**config.mk**
```make
export PLATFORM = sky130hd
export DESIGN_NAME = car_turn_ctrl
export DESIGN_NICKNAME = d
export VERILOG_FILES = /design/src/rtl/car_turn_ctrl.sv
export SDC_FILE = /design/constraint.sdc
export NUM_CORES = 1
export LEC_CHECK = 0
export BUFFER_PORTS_ARGS = -buffer_cell sky130_fd_sc_hd__clkbuf_2
export CAP_MARGIN = 10
export CORE_AREA = 2 2 118 97
export DETAILED_ROUTE_END_ITERATION = 8
export DIE_AREA = 0 0 120 99
export SLEW_MARGIN = 20
export SYNTH_ARGS = -nofsm -noshare
export SYNTH_HDL_FRONTEND = slang
export SYNTH_SLANG_ARGS = --single-unit
```
**constraint.sdc**
```tcl
create_clock -name clk -period 2.95 [get_ports clk]
set_clock_uncertainty 0.1 [all_clocks]
set_input_delay 0.4425 -clock clk [delete_from_list [all_inputs] [get_ports clk]]
set_output_delay 0.4425 -clock clk [all_outputs]
set_load 0.03 [all_outputs]
```
**src/rtl/car_turn_ctrl.sv**
```systemverilog
// Car turn controller: synchronized power/button inputs, per-button debounce,
// and a timed 90-degree turn FSM. Define TURN_CANCEL_EN to let the opposite button abort a turn.
module car_turn_ctrl #(
   parameter int DEBOUNCE_CYCLES = 1000000,
   parameter int TURN_CYCLES     = 100000000
) (
   input  logic       clk,
   input  logic       rst_n,
   input  logic       power_on,
   input  logic       turn_left,
   input  logic       turn_right,
   output logic       state,
   output logic       clockwise,
   output logic       degree,
   output logic [1:0] heading,
   output logic       turn_done
);

   // state  | meaning
   // IDLE   | waiting for a single debounced button rising edge while powered
   // TURN_L | counter-clockwise turn in progress
   // TURN_R | clockwise turn in progress
   // HOLD   | turn finished or cancelled; waits for both buttons released
   typedef enum logic [1:0] {IDLE, TURN_L, TURN_R, HOLD} fsm_t;

   localparam int DW = (DEBOUNCE_CYCLES > 1) ? $clog2(DEBOUNCE_CYCLES) : 1;
   localparam int TW = (TURN_CYCLES > 1) ? $clog2(TURN_CYCLES) : 1;
   localparam logic [DW-1:0] DB_LAST   = DW'(DEBOUNCE_CYCLES - 1);
   localparam logic [TW-1:0] TURN_LAST = TW'(TURN_CYCLES - 1);

   fsm_t fsm_q, fsm_d;

   logic [1:0]    pwr_sync_q, pwr_sync_d;
   // Button vectors: bit 0 = left, bit 1 = right.
   logic [1:0]    btn_s1_q, btn_s1_d;
   logic [1:0]    btn_s2_q, btn_s2_d;
   logic [1:0]    btn_deb_q, btn_deb_d;
   logic [1:0]    btn_prev_q, btn_prev_d;
   logic [DW-1:0] db_cnt_q [2];
   logic [DW-1:0] db_cnt_d [2];
   logic [TW-1:0] turn_cnt_q, turn_cnt_d;
   logic [1:0]    heading_q, heading_d;
   logic          turn_done_q, turn_done_d;

   logic          pwr_s;
   logic [1:0]    btn_rise;

   assign pwr_s    = pwr_sync_q[1];
   assign btn_rise = btn_deb_q & ~btn_prev_q;

   always_ff @(posedge clk or negedge rst_n) begin
      if (!rst_n) begin
         fsm_q       <= IDLE;
         pwr_sync_q  <= '0;
         btn_s1_q    <= '0;
         btn_s2_q    <= '0;
         btn_deb_q   <= '0;
         btn_prev_q  <= '0;
         for (int i = 0; i < 2; i++) db_cnt_q[i] <= '0;
         turn_cnt_q  <= '0;
         heading_q   <= '0;
         turn_done_q <= 1'b0;
      end else begin
         fsm_q       <= fsm_d;
         pwr_sync_q  <= pwr_sync_d;
         btn_s1_q    <= btn_s1_d;
         btn_s2_q    <= btn_s2_d;
         btn_deb_q   <= btn_deb_d;
         btn_prev_q  <= btn_prev_d;
         for (int i = 0; i < 2; i++) db_cnt_q[i] <= db_cnt_d[i];
         turn_cnt_q  <= turn_cnt_d;
         heading_q   <= heading_d;
         turn_done_q <= turn_done_d;
      end
   end

   // Synchronizers and debouncers; any return to the accepted level restarts the count.
   always_comb begin
      pwr_sync_d = {pwr_sync_q[0], power_on};
      btn_s1_d   = {turn_right, turn_left};
      btn_s2_d   = btn_s1_q;
      btn_prev_d = btn_deb_q;
      btn_deb_d  = btn_deb_q;
      for (int i = 0; i < 2; i++) begin
         db_cnt_d[i] = db_cnt_q[i];
         if (btn_s2_q[i] == btn_deb_q[i]) begin
            db_cnt_d[i] = '0;
         end else if (db_cnt_q[i] == DB_LAST) begin
            btn_deb_d[i] = btn_s2_q[i];
            db_cnt_d[i]  = '0;
         end else begin
            db_cnt_d[i] = db_cnt_q[i] + 1'b1;
         end
      end
   end

   always_comb begin
      fsm_d       = fsm_q;
      turn_cnt_d  = '0;
      heading_d   = heading_q;
      turn_done_d = 1'b0;
      case (fsm_q)
         IDLE: begin
            if (pwr_s) begin
               if (btn_rise[0] && !btn_deb_q[1]) begin
                  fsm_d = TURN_L;
               end else if (btn_rise[1] && !btn_deb_q[0]) begin
                  fsm_d = TURN_R;
               end
            end
         end
         TURN_L, TURN_R: begin
            if (!pwr_s) begin
               fsm_d = IDLE;
            end
`ifdef TURN_CANCEL_EN
            else if ((fsm_q == TURN_L && btn_rise[1]) || (fsm_q == TURN_R && btn_rise[0])) begin
               fsm_d = HOLD;
            end
`endif
            else if (turn_cnt_q == TURN_LAST) begin
               fsm_d       = HOLD;
               turn_done_d = 1'b1;
               heading_d   = (fsm_q == TURN_R) ? heading_q + 2'd1 : heading_q - 2'd1;
            end else begin
               turn_cnt_d = turn_cnt_q + 1'b1;
            end
         end
         HOLD: begin
            if (btn_deb_q == 2'b00) fsm_d = IDLE;
         end
         default: fsm_d = IDLE;
      endcase
   end

   always_comb begin
      state     = pwr_s;
      degree    = (fsm_q == TURN_L) || (fsm_q == TURN_R);
      clockwise = (fsm_q == TURN_R);
      heading   = heading_q;
      turn_done = turn_done_q;
   end

endmodule

```
==> impl_metrics.env, run 1 <==
export IMPL_outcome="complete, but fails checks"
export IMPL_violations="negative hold slack"
export IMPL_yosys_area_top_type="dfrtp_1"
export IMPL_nNetsFinal=443
export IMPL_fin_tns_setup_ps=0
export IMPL_clockRootBuffer="clkbuf_16"
export IMPL_gp_congestion=0.797
export IMPL_yosys_cell_types_count=46
export IMPL_synth_top_cell_area_share_pct=49.9
export IMPL_muxShareOfSynthArea_pct=1.28
export IMPL_finalMaxSlewViolations=0
export IMPL_crit_family="simple AND/OR/NAND/NOR gates"
export IMPL_synth_edf_count=0
export IMPL_final_area_mm2=0.00466
export IMPL_tritoncts="built"
export IMPL_wirelength_um=8280
export IMPL_routedLengthMet1_um=4200
export IMPL_min_period_ps=2310
export IMPL_overflow=0
export IMPL_ff_latch_area_mm2=0.00205
export IMPL_crit_chain="or4b_1 -> or4_4 -> o21ai_4 -> nor2_1"
export IMPL_syn_nets=429
export IMPL_ys_seq_elements=82
export IMPL_vias=3105
export IMPL_syn_inst=417
export IMPL_die_area_mm2=0.0119
export IMPL_max_freq_mhz=432
export IMPL_fillers=1036
export IMPL_hpwl_um=5610
export IMPL_path_clk_slew_ps=60
export IMPL_synth_flop_cell="dfrtp_1"
export IMPL_finalHoldViolCount=9
export IMPL_arrival_ps=2420
export IMPL_synthAdderAreaFrac_pct=2.13
export IMPL_top_layer="met4"
export IMPL_powerDensity_mw_per_mm2=530
export IMPL_clk_latency_ps=340
export IMPL_numCtsBuffers=9
export IMPL_grt_pass1_vias=3000
export IMPL_cts_setup_buffers=0
export IMPL_placed_area_mm2=0.00432
export IMPL_route_met3_wl_um=439
export IMPL_synth_compound_area_share_pct=9.55
export IMPL_layout_drive_gt1_share_pct=9.40
export IMPL_worstSetupPathType="flop to flop"
export IMPL_crit_path_start="db_cnt_q[35]"
export IMPL_worst_pin_slew_ps=759
export IMPL_final_period_utilization_pct=78.4
export IMPL_yosysWarningCount=0
export IMPL_port_buffer_count=10
export IMPL_finalSetupViolCount=0
export IMPL_worstSetupStartpointType="flop"
export IMPL_regToRegStartpoint="db_cnt_q[35]"
export IMPL_setup_ws_ps=637
export IMPL_cp_end_kind="flop"
export IMPL_min_path_type="input pin to async pin"
export IMPL_first_iter_violations=211
export IMPL_drtAntennaViolNets=0
export IMPL_chipHeight_um=99
export IMPL_synth_top_family_by_area="simple AND/OR/NAND/NOR gates"
export IMPL_multi_input_area_mm2=0.00196
export IMPL_slowest_delay_ps=560
export IMPL_path_buf_inv=0
export IMPL_maxCapViolCount=0
export IMPL_seq_area_frac_synth_pct=49.9
export IMPL_firstDrtPassIters=4
export IMPL_area_growth_syn_to_layout_pct=13.3
export IMPL_vdd_drop_max_mv=0.327
export IMPL_synthMostInstantiatedCell="dfrtp_1"
export IMPL_avgSynthCellArea_um2=9.86
export IMPL_yosys_top_cells_count="82 x dfrtp_1, 52 x nor2_1, 31 x nand3_1"
export IMPL_antenna_found_initial=0
export IMPL_hold_ws_ps=-6.42
export IMPL_htreeDepth=3
export IMPL_die_width_um=120
export IMPL_synth_simple_gate_area_share_pct=25.9
export IMPL_io_pins=11
export IMPL_synth_area_leaders="dfrtp_1 50%, nor2_1 4.7%, xnor2_1 4.5%"
export IMPL_cp_slowest_cell="or4_4"
export IMPL_viasPerCell=5.35
export IMPL_dp_slack_ps=646
export IMPL_critical_path_max_fanout=19
export IMPL_wl_met2_um=3470
export IMPL_cts_resized=0
export IMPL_grt_pass1_wl_um=14600
export IMPL_rows=34
export IMPL_wl_per_cell_um=14.3
export IMPL_gr_usage_all_layers_pct=15.4
export IMPL_synthXorXnorAreaFrac_pct=8.73
export IMPL_grt_max_degree=43
export IMPL_cts_sinks=82
export IMPL_coreArea_mm2=0.0107
export IMPL_p_leak_nw=1.81
export IMPL_crit_required_ps=3050
export IMPL_maxSlewHeadroom_pct=49.0
export IMPL_start_util_pct=38.5
export IMPL_drc=0
export IMPL_synthArstFlopShare_pct=100
export IMPL_synthesis_area_mm2=0.00411
export IMPL_clockBufferDepth=2
export IMPL_cts_hold_fix_buffers=0
export IMPL_antennaDiodeCount=0
export IMPL_rsz0062_at_grt="false"
## area by class of cell
class	count	area share (%)
sequential	82	44.1
clock inverter	5	2.20
inverter	12	0.967
timing repair buffer	15	1.93
clock buffer	11	5.00
multi-input combinational	311	42.0
tap	144	3.87
## where the power goes
part           switching [W]  total [W]  internal, W
clock network       0.000440    0.00127     0.000826
registers          0.0000125    0.00115      0.00114
logic              0.0000415  0.0000560    0.0000145
## logic make-up (layout without fill, tap and decap cells)
group | Yosys count | after routing
XOR/XNOR | 41 | 41
multiplexers | 5 | 5
AND/OR/NAND/NOR | 196 | 196
buffers and inverters | 24 | 43
adder cells (fa/ha/maj) | 7 | 7
AO/OA/AOI/OAI | 62 | 62
flip-flops | 82 | 82
## cells in the final DEF, fill, tap and decap left out, types with 2 or more instances in the layout
cell | synthesis | layout
and2_1 | 3 | 3
clkbuf_16 | 0 | 9
o2111ai_1 | 2 | 2
xnor2_1 | 21 | 21
clkbuf_1 | 5 | 2
nand2b_1 | 2 | 2
or4_1 | 14 | 14
a21oi_1 | 24 | 24
xor2_1 | 20 | 20
o31ai_1 | 9 | 9
mux2_2 | 2 | 2
mux2i_1 | 3 | 3
o21ai_0 | 14 | 14
nor3_1 | 10 | 10
nand2_1 | 21 | 21
bufinv_16 | 0 | 3
nor4_1 | 9 | 9
o41ai_1 | 3 | 3
nand4_1 | 18 | 18
or3_1 | 10 | 10
ha_1 | 7 | 7
clkbuf_2 | 0 | 9
nand3_1 | 31 | 31
and4_1 | 9 | 9
or3b_2 | 2 | 2
or4b_1 | 2 | 2
and3_1 | 5 | 5
or2_2 | 2 | 2
inv_1 | 12 | 12
dfrtp_1 | 82 | 82
buf_4 | 0 | 6
nor2_1 | 52 | 52
## final timing paths
check,to,slack (ps),cells past startpoint
worst max-delay path,db_cnt_q[24],640,4
worst min-delay path,fsm_q[1],-6,1
worst max register to register,db_cnt_q[24],640,4
worst min register to register,btn_s2_q[1],250,0
max in group asynchronous,db_cnt_q[17],2050,2
min in group clk,btn_s1_q[1],110,1
## through the flow
step	instances	utilization, %	power, W
CTS	580	43.6	0.00250
detailed placement	564	40.5	0.00123
global route	580	43.6	0.00256
floorplan	417	-	0.00119
global placement	564	40.5	0.00123
finish	580	43.6	0.00247
## registers in the layout, indices dropped and copies added (netlist names), 2 cells and up
signal	cells
heading	2
db_cnt_q	40
fsm_q	2
btn_deb_q	2
turn_cnt_q	27
btn_s2_q	2
pwr_sync_q	2
btn_prev_q	2
btn_s1_q	2
## metal layers
metal | up-vias | GRT usage (%)
met3 | 14 | 4.51
met4 | 0 | 6.15
met2 | 66 | 21.5
met5 | - | 0
li1 | 1540 | -
met1 | 1485 | 22.4
No activity file was read; power rests on OpenSTA's default activity.
==> inputs of run 2 (changes only) <==
- clock period: 2.95 -> 2 ns (I/O delays scaled with it)
==> run 2 against run 1 <==
Effect of this change:
- global-route usage increased by 1.2 points
- register-to-register slack got worse by 760 ps
- clock power increased by 42%
- count of clock-buffer cells in the layout decreased by 1
- hold slack improved by 260 ps
- largest cell class is now multi-input gates
- critical path depth unchanged
- critical endpoint is now btn_deb_q[0]
- the flow finishes with violations (negative setup slack)
- total power increased by 46%
- sequential cell count unchanged
- core utilization increased by 5.8 points
- via count increased by 9.3%
- sequential share of layout area decreased by 5.1 points
==> impl_metrics.env, run 2 (same netlist as run 1, synthesis figures left out) <==
export IMPL_internal_power_w=0.00285
export IMPL_layout_drive_gt1_share_pct=25.5
export IMPL_drtAntennaViolNets=0
export IMPL_crit_required_ps=2120
export IMPL_setup_ws_ps=-121
export IMPL_r2r_setup_slack_ps=-120
export IMPL_start_util_pct=38.5
export IMPL_grt_max_degree=37
export IMPL_wirelength_um=9080
export IMPL_finalMaxSlewViolations=0
export IMPL_coreArea_mm2=0.0107
export IMPL_vdd_drop_max_mv=0.429
export IMPL_p_seq_share_pct=47.0
export IMPL_port_buffer_count=10
export IMPL_maxSlewHeadroom_pct=72.5
export IMPL_clockBufferDepth=2
export IMPL_gr_usage_all_layers_pct=16.6
export IMPL_power_share_clock_pct=49.9
export IMPL_final_cell_mix="81 x dfrtp_1, 58 x buf_4, 46 x nor2_1"
export IMPL_finalHoldViolCount=0
export IMPL_grt_pass1_vias=3350
export IMPL_die_area_mm2=0.0119
export IMPL_htreeDepth=3
export IMPL_finish_utilization_pct=49.4
export IMPL_finalSetupViolCount=41
export IMPL_chipHeight_um=99
export IMPL_worstSetupPathType="flop to flop"
export IMPL_antennaDiodeCount=0
export IMPL_fin_tns_setup_ps=-3060
export IMPL_min_period_ps=2120
export IMPL_overflow=0
export IMPL_drc=0
export IMPL_wl_per_cell_um=14.1
export IMPL_placed_cells=615
export IMPL_rsz0062_at_grt="true"
export IMPL_sw_frac_of_total_pct=21.0
export IMPL_top_register="db_cnt_q"
export IMPL_gp_congestion=0.783
export IMPL_p_leak_nw=2.12
export IMPL_max_freq_mhz=472
export IMPL_io_pins=11
export IMPL_maxCapViolCount=0
export IMPL_numCtsBuffers=9
export IMPL_arrival_ps=2240
export IMPL_layout_commonest_cell="dfrtp_1"
export IMPL_min_path_type="flop to flop"
export IMPL_pwr_share_comb_pct=3.1
export IMPL_firstDrtPassIters=6
export IMPL_viasPerCell=5.29
export IMPL_worstSetupStartpointType="flop"
export IMPL_p_switching_w=0.000756
export IMPL_grt_pass1_wl_um=15800
export IMPL_reg_top3="db_cnt_q: 40 flops, turn_cnt_q: 27 flops"
export IMPL_cp_end_kind="flop"
export IMPL_violations="negative setup slack"
export IMPL_hpwl_um=6320
export IMPL_path_clk_slew_ps=60
export IMPL_outcome="complete, but fails checks"
export IMPL_vias=3395
export IMPL_worst_pin_slew_ps=409
export IMPL_antenna_found_initial=0
export IMPL_final_period_utilization_pct=106
export IMPL_stdcell_count=642
export IMPL_tritoncts="built"
export IMPL_critical_path_max_fanout=3
export IMPL_largest_reg_flops=40
export IMPL_clk_latency_ps=340
export IMPL_rows=34
export IMPL_cts_sinks=82
export IMPL_clockRootBuffer="clkbuf_16"
export IMPL_nNetsFinal=505
export IMPL_die_width_um=120
export IMPL_first_iter_violations=129
export IMPL_area_growth_syn_to_layout_pct=28.3
export IMPL_powerDensity_mw_per_mm2=683
run 2: cell count changes in the layout (fill, tap and decap cells not counted), sizes merged:
cell	previous run	this run
buf	6	64
bufinv	3	2
dlygate4sd3	0	4
clkinv	1	3
clkbuf	20	19
run 2: path summary, 6_finish.rpt:
check                        startpoint      endpoint  cells after the start
min                         btn_s1_q[1]   btn_s2_q[1]                      0
min reg2reg                 btn_s1_q[1]   btn_s2_q[1]                      0
max reg2reg                db_cnt_q[30]  btn_deb_q[0]                      4
min in group asynchronous         rst_n  db_cnt_q[39]                      2
max in group asynchronous         rst_n  db_cnt_q[25]                      3
max                        db_cnt_q[30]  btn_deb_q[0]                      4
run 2: critical path, cell delays in order (launching register included):
cell     delay [ps]
dfrtp_1         370
or4_1           520
or4_4           560
nor2_1          120
mux2_2          330
run 2: per-layer routing:
metal	wire (um)	global-route usage (%)	vias to the layer above	part of all wire, %
li1	-	-	1673	-
met1	4360	22.1	1655	48
met2	4200	26.0	54	46
met3	356	4.17	13	3.9
met4	163	6.61	0	1.8
met5	0	0	-	0
run 2: repair_timing:
action,CTS,global route
pin swaps,3,2
endpoints found under the setup margin,41,67
hold buffers,4,0
setup buffers,0,6
resized for setup,19,17
gates cloned,1,0
endpoints found under the hold margin,27,0
run 2: final cells by class:
class | count | area (um^2)
clock buffer | 10 | 239
clock inverter | 6 | 90.1
fill | 1005 | 5400
inverter | 12 | 45.0
multi-input combinational | 311 | 2060
sequential | 82 | 2050
tap | 144 | 180
timing repair buffer | 77 | 606
run 2: power by group through the flow:
| stage | Clock [W] | Sequential [W] | Combinational [W] |
|---|---|---|---|
| 2_1_floorplan | 0 | 0.00172 | 0.0000348 |
| 3_3_place_gp | 0 | 0.00172 | 0.0000982 |
| 3_5_place_dp | 0 | 0.00172 | 0.000100 |
| 4_1_cts | 0.00186 | 0.00169 | 0.000114 |
| 5_1_grt | 0.00193 | 0.00169 | 0.000128 |
| 6_report | 0.00180 | 0.00169 | 0.000113 |
run 2: stage by stage:
step	setup WS [ps]	cell area (um^2)	power [W]	hold slack, ps
2_1_floorplan	-83.0	4120	0.00176	-95.6
3_3_place_gp	-97.3	4730	0.00182	140
3_5_place_dp	-105	4730	0.00182	141
4_1_cts	-116	5170	0.00367	255
5_1_grt	-172	5280	0.00375	265
6_report	-121	5280	0.00360	249
==> inputs of run 3 (changes only) <==
- clock period: 2 -> 2.4 ns (I/O delays scaled with it)
==> run 3 against run 2 <==
Effect of this change:
- the run now ends clean
- first-iteration DRC count rose by 69%
- final area fell by 11%
- wire length fell by 8.1%
- sequential power fell by 17%
- critical path depth did not move
- final cell count fell by 8.3%
- count of clock-buffer cells in the layout did not move
- sequential cell count did not move
- die area did not move
- total power fell by 22%
- sequential share of layout area rose by 4.6 points
- non-clock buffer count fell by 53
==> impl_metrics.env, run 3 (same netlist as run 1, synthesis figures left out) <==
export IMPL_firstDrtPassIters=4
export IMPL_worstSetupStartpointType="flop"
export IMPL_cts_setup_buffers=0
export IMPL_cts_sinks=82
export IMPL_layout_drive_gt1_share_pct=11.2
export IMPL_finish_utilization_pct=44.2
export IMPL_path_clk_slew_ps=60
export IMPL_crit_required_ps=2550
export IMPL_vdd_drop_max_mv=0.380
export IMPL_port_buffer_count=10
export IMPL_worst_pin_slew_ps=643
export IMPL_tritoncts="built"
export IMPL_fillers=1021
export IMPL_cp_slowest_cell="or4_1"
export IMPL_largest_reg_flops=40
export IMPL_finalMaxSlewViolations=0
export IMPL_io_pins=11
export IMPL_max_freq_mhz=455
export IMPL_drc=0
export IMPL_clk_latency_ps=340
export IMPL_grt_pass1_vias=2981
export IMPL_cp_common_cell="or4_1"
export IMPL_final_period_utilization_pct=91.5
export IMPL_overflow=0
export IMPL_wirelength_um=8350
export IMPL_hpwl_um=5790
export IMPL_numCtsBuffers=9
export IMPL_viasPerCell=5.45
export IMPL_worstSetupPathType="flop to flop"
export IMPL_maxCapViolCount=0
export IMPL_min_path_type="input pin to flop"
export IMPL_r2r_setup_slack_ps=200
export IMPL_die_width_um=120
export IMPL_htreeDepth=3
export IMPL_nNetsFinal=452
export IMPL_gp_congestion=0.809
export IMPL_maxSlewHeadroom_pct=57.2
export IMPL_finalSetupViolCount=0
export IMPL_reg_top3="db_cnt_q: 40 flops, turn_cnt_q: 27 flops"
export IMPL_gr_usage_all_layers_pct=15.2
export IMPL_crit_chain="nand3_2 -> or4_1 -> or4_1 -> a21oi_1"
export IMPL_route_met3_wl_um=263
export IMPL_antennaDiodeCount=0
export IMPL_crit_family="simple AND/OR/NAND/NOR gates"
export IMPL_coreArea_mm2=0.0107
export IMPL_grt_max_degree=50
export IMPL_first_iter_violations=218
export IMPL_outcome="completed"
export IMPL_top_layer="met4"
export IMPL_placed_cells=572
export IMPL_powerDensity_mw_per_mm2=597
export IMPL_clockRootBuffer="clkbuf_16"
export IMPL_vias=3211
export IMPL_p_leak_nw=1.85
export IMPL_path_buf_inv=0
export IMPL_rsz0062_at_grt="false"
export IMPL_drtAntennaViolNets=0
export IMPL_critical_path_max_fanout=9
export IMPL_final_cell_mix="82 x dfrtp_1, 52 x nor2_1, 31 x nand3_1"
export IMPL_wl_met2_um=3640
export IMPL_fin_tns_setup_ps=0
export IMPL_wl_per_cell_um=14.2
export IMPL_die_area_mm2=0.0119
export IMPL_chipHeight_um=99
export IMPL_area_growth_syn_to_layout_pct=14.7
export IMPL_antenna_found_initial=0
export IMPL_ff_latch_area_mm2=0.00205
export IMPL_routedLengthMet1_um=4320
export IMPL_slowest_delay_ps=700
export IMPL_layout_commonest_cell="dfrtp_1"
export IMPL_start_util_pct=38.5
export IMPL_finalHoldViolCount=0
export IMPL_top_register="db_cnt_q"
export IMPL_stdcell_count=589
export IMPL_min_period_ps=2200
export IMPL_grt_pass1_wl_um=14400
export IMPL_clockBufferDepth=2
export IMPL_cp_end_kind="flop"
export IMPL_rows=34
export IMPL_arrival_ps=2350
export IMPL_multi_input_area_mm2=0.00196
## run 3: changes by cell type in the layout (fill, tap and decap cells not counted), sizes merged
cell	previous run	this run
clkinv	3	4
bufinv	2	1
buf	64	14
dlygate4sd3	4	1
## run 3: routing by layer
layer / GRT usage, % / up-vias
met5: 0 / -
met4: 5.70 / 0
met3: 3.88 / 9
met2: 21.7 / 45
met1: 22.1 / 1593
li1: - / 1564
## run 3: final cells by class
| cell class | instances | area share (%) |
|---|---|---|
| Sequential cell | 82 | 43.5 |
| Multi-Input combinational cell | 311 | 41.5 |
| Clock buffer | 10 | 4.85 |
| Timing Repair Buffer | 24 | 4.19 |
| Tap cell | 144 | 3.82 |
| Clock inverter | 6 | 1.22 |
| Inverter | 12 | 0.955 |
## run 3: power breakdown
group / internal, W / switching (W) / total, W / leakage [nW]
Clock: 0.000798 / 0.000533 / 0.00133 / 0.142
Sequential: 0.00140 / 0.0000148 / 0.00141 / 1.13
Combinational: 0.0000254 / 0.0000516 / 0.0000770 / 0.576
Total: 0.00222 / 0.000599 / 0.00282 / 1.85
## run 3: what timing repair did
item | CTS | global route
hold endpoints to repair | 46 | 0
hold buffers | 1 | 0
resized for setup | 0 | 0
## run 3: final timing paths
kind | start | to | depth (start not counted)
hold / removal | turn_left | btn_s1_q[0] | 1
min in group asynchronous | rst_n | pwr_sync_q[1] | 2
max in group asynchronous | rst_n | turn_cnt_q[6] | 3
hold reg to reg | btn_s1_q[1] | btn_s2_q[1] | 0
setup / recovery | db_cnt_q[25] | db_cnt_q[39] | 4
setup reg to reg | db_cnt_q[25] | db_cnt_q[39] | 4
## run 3: through the flow
step,worst slack [ps],hold slack [ps],power (W),area [um^2]
2_1_floorplan,276,-35.6,0.00146,4110
3_3_place_gp,232,234,0.00151,4420
3_5_place_dp,201,236,0.00152,4420
4_1_cts,203,18.1,0.00287,4720
5_1_grt,42.7,20.4,0.00293,4720
6_report,203,29.5,0.00282,4720
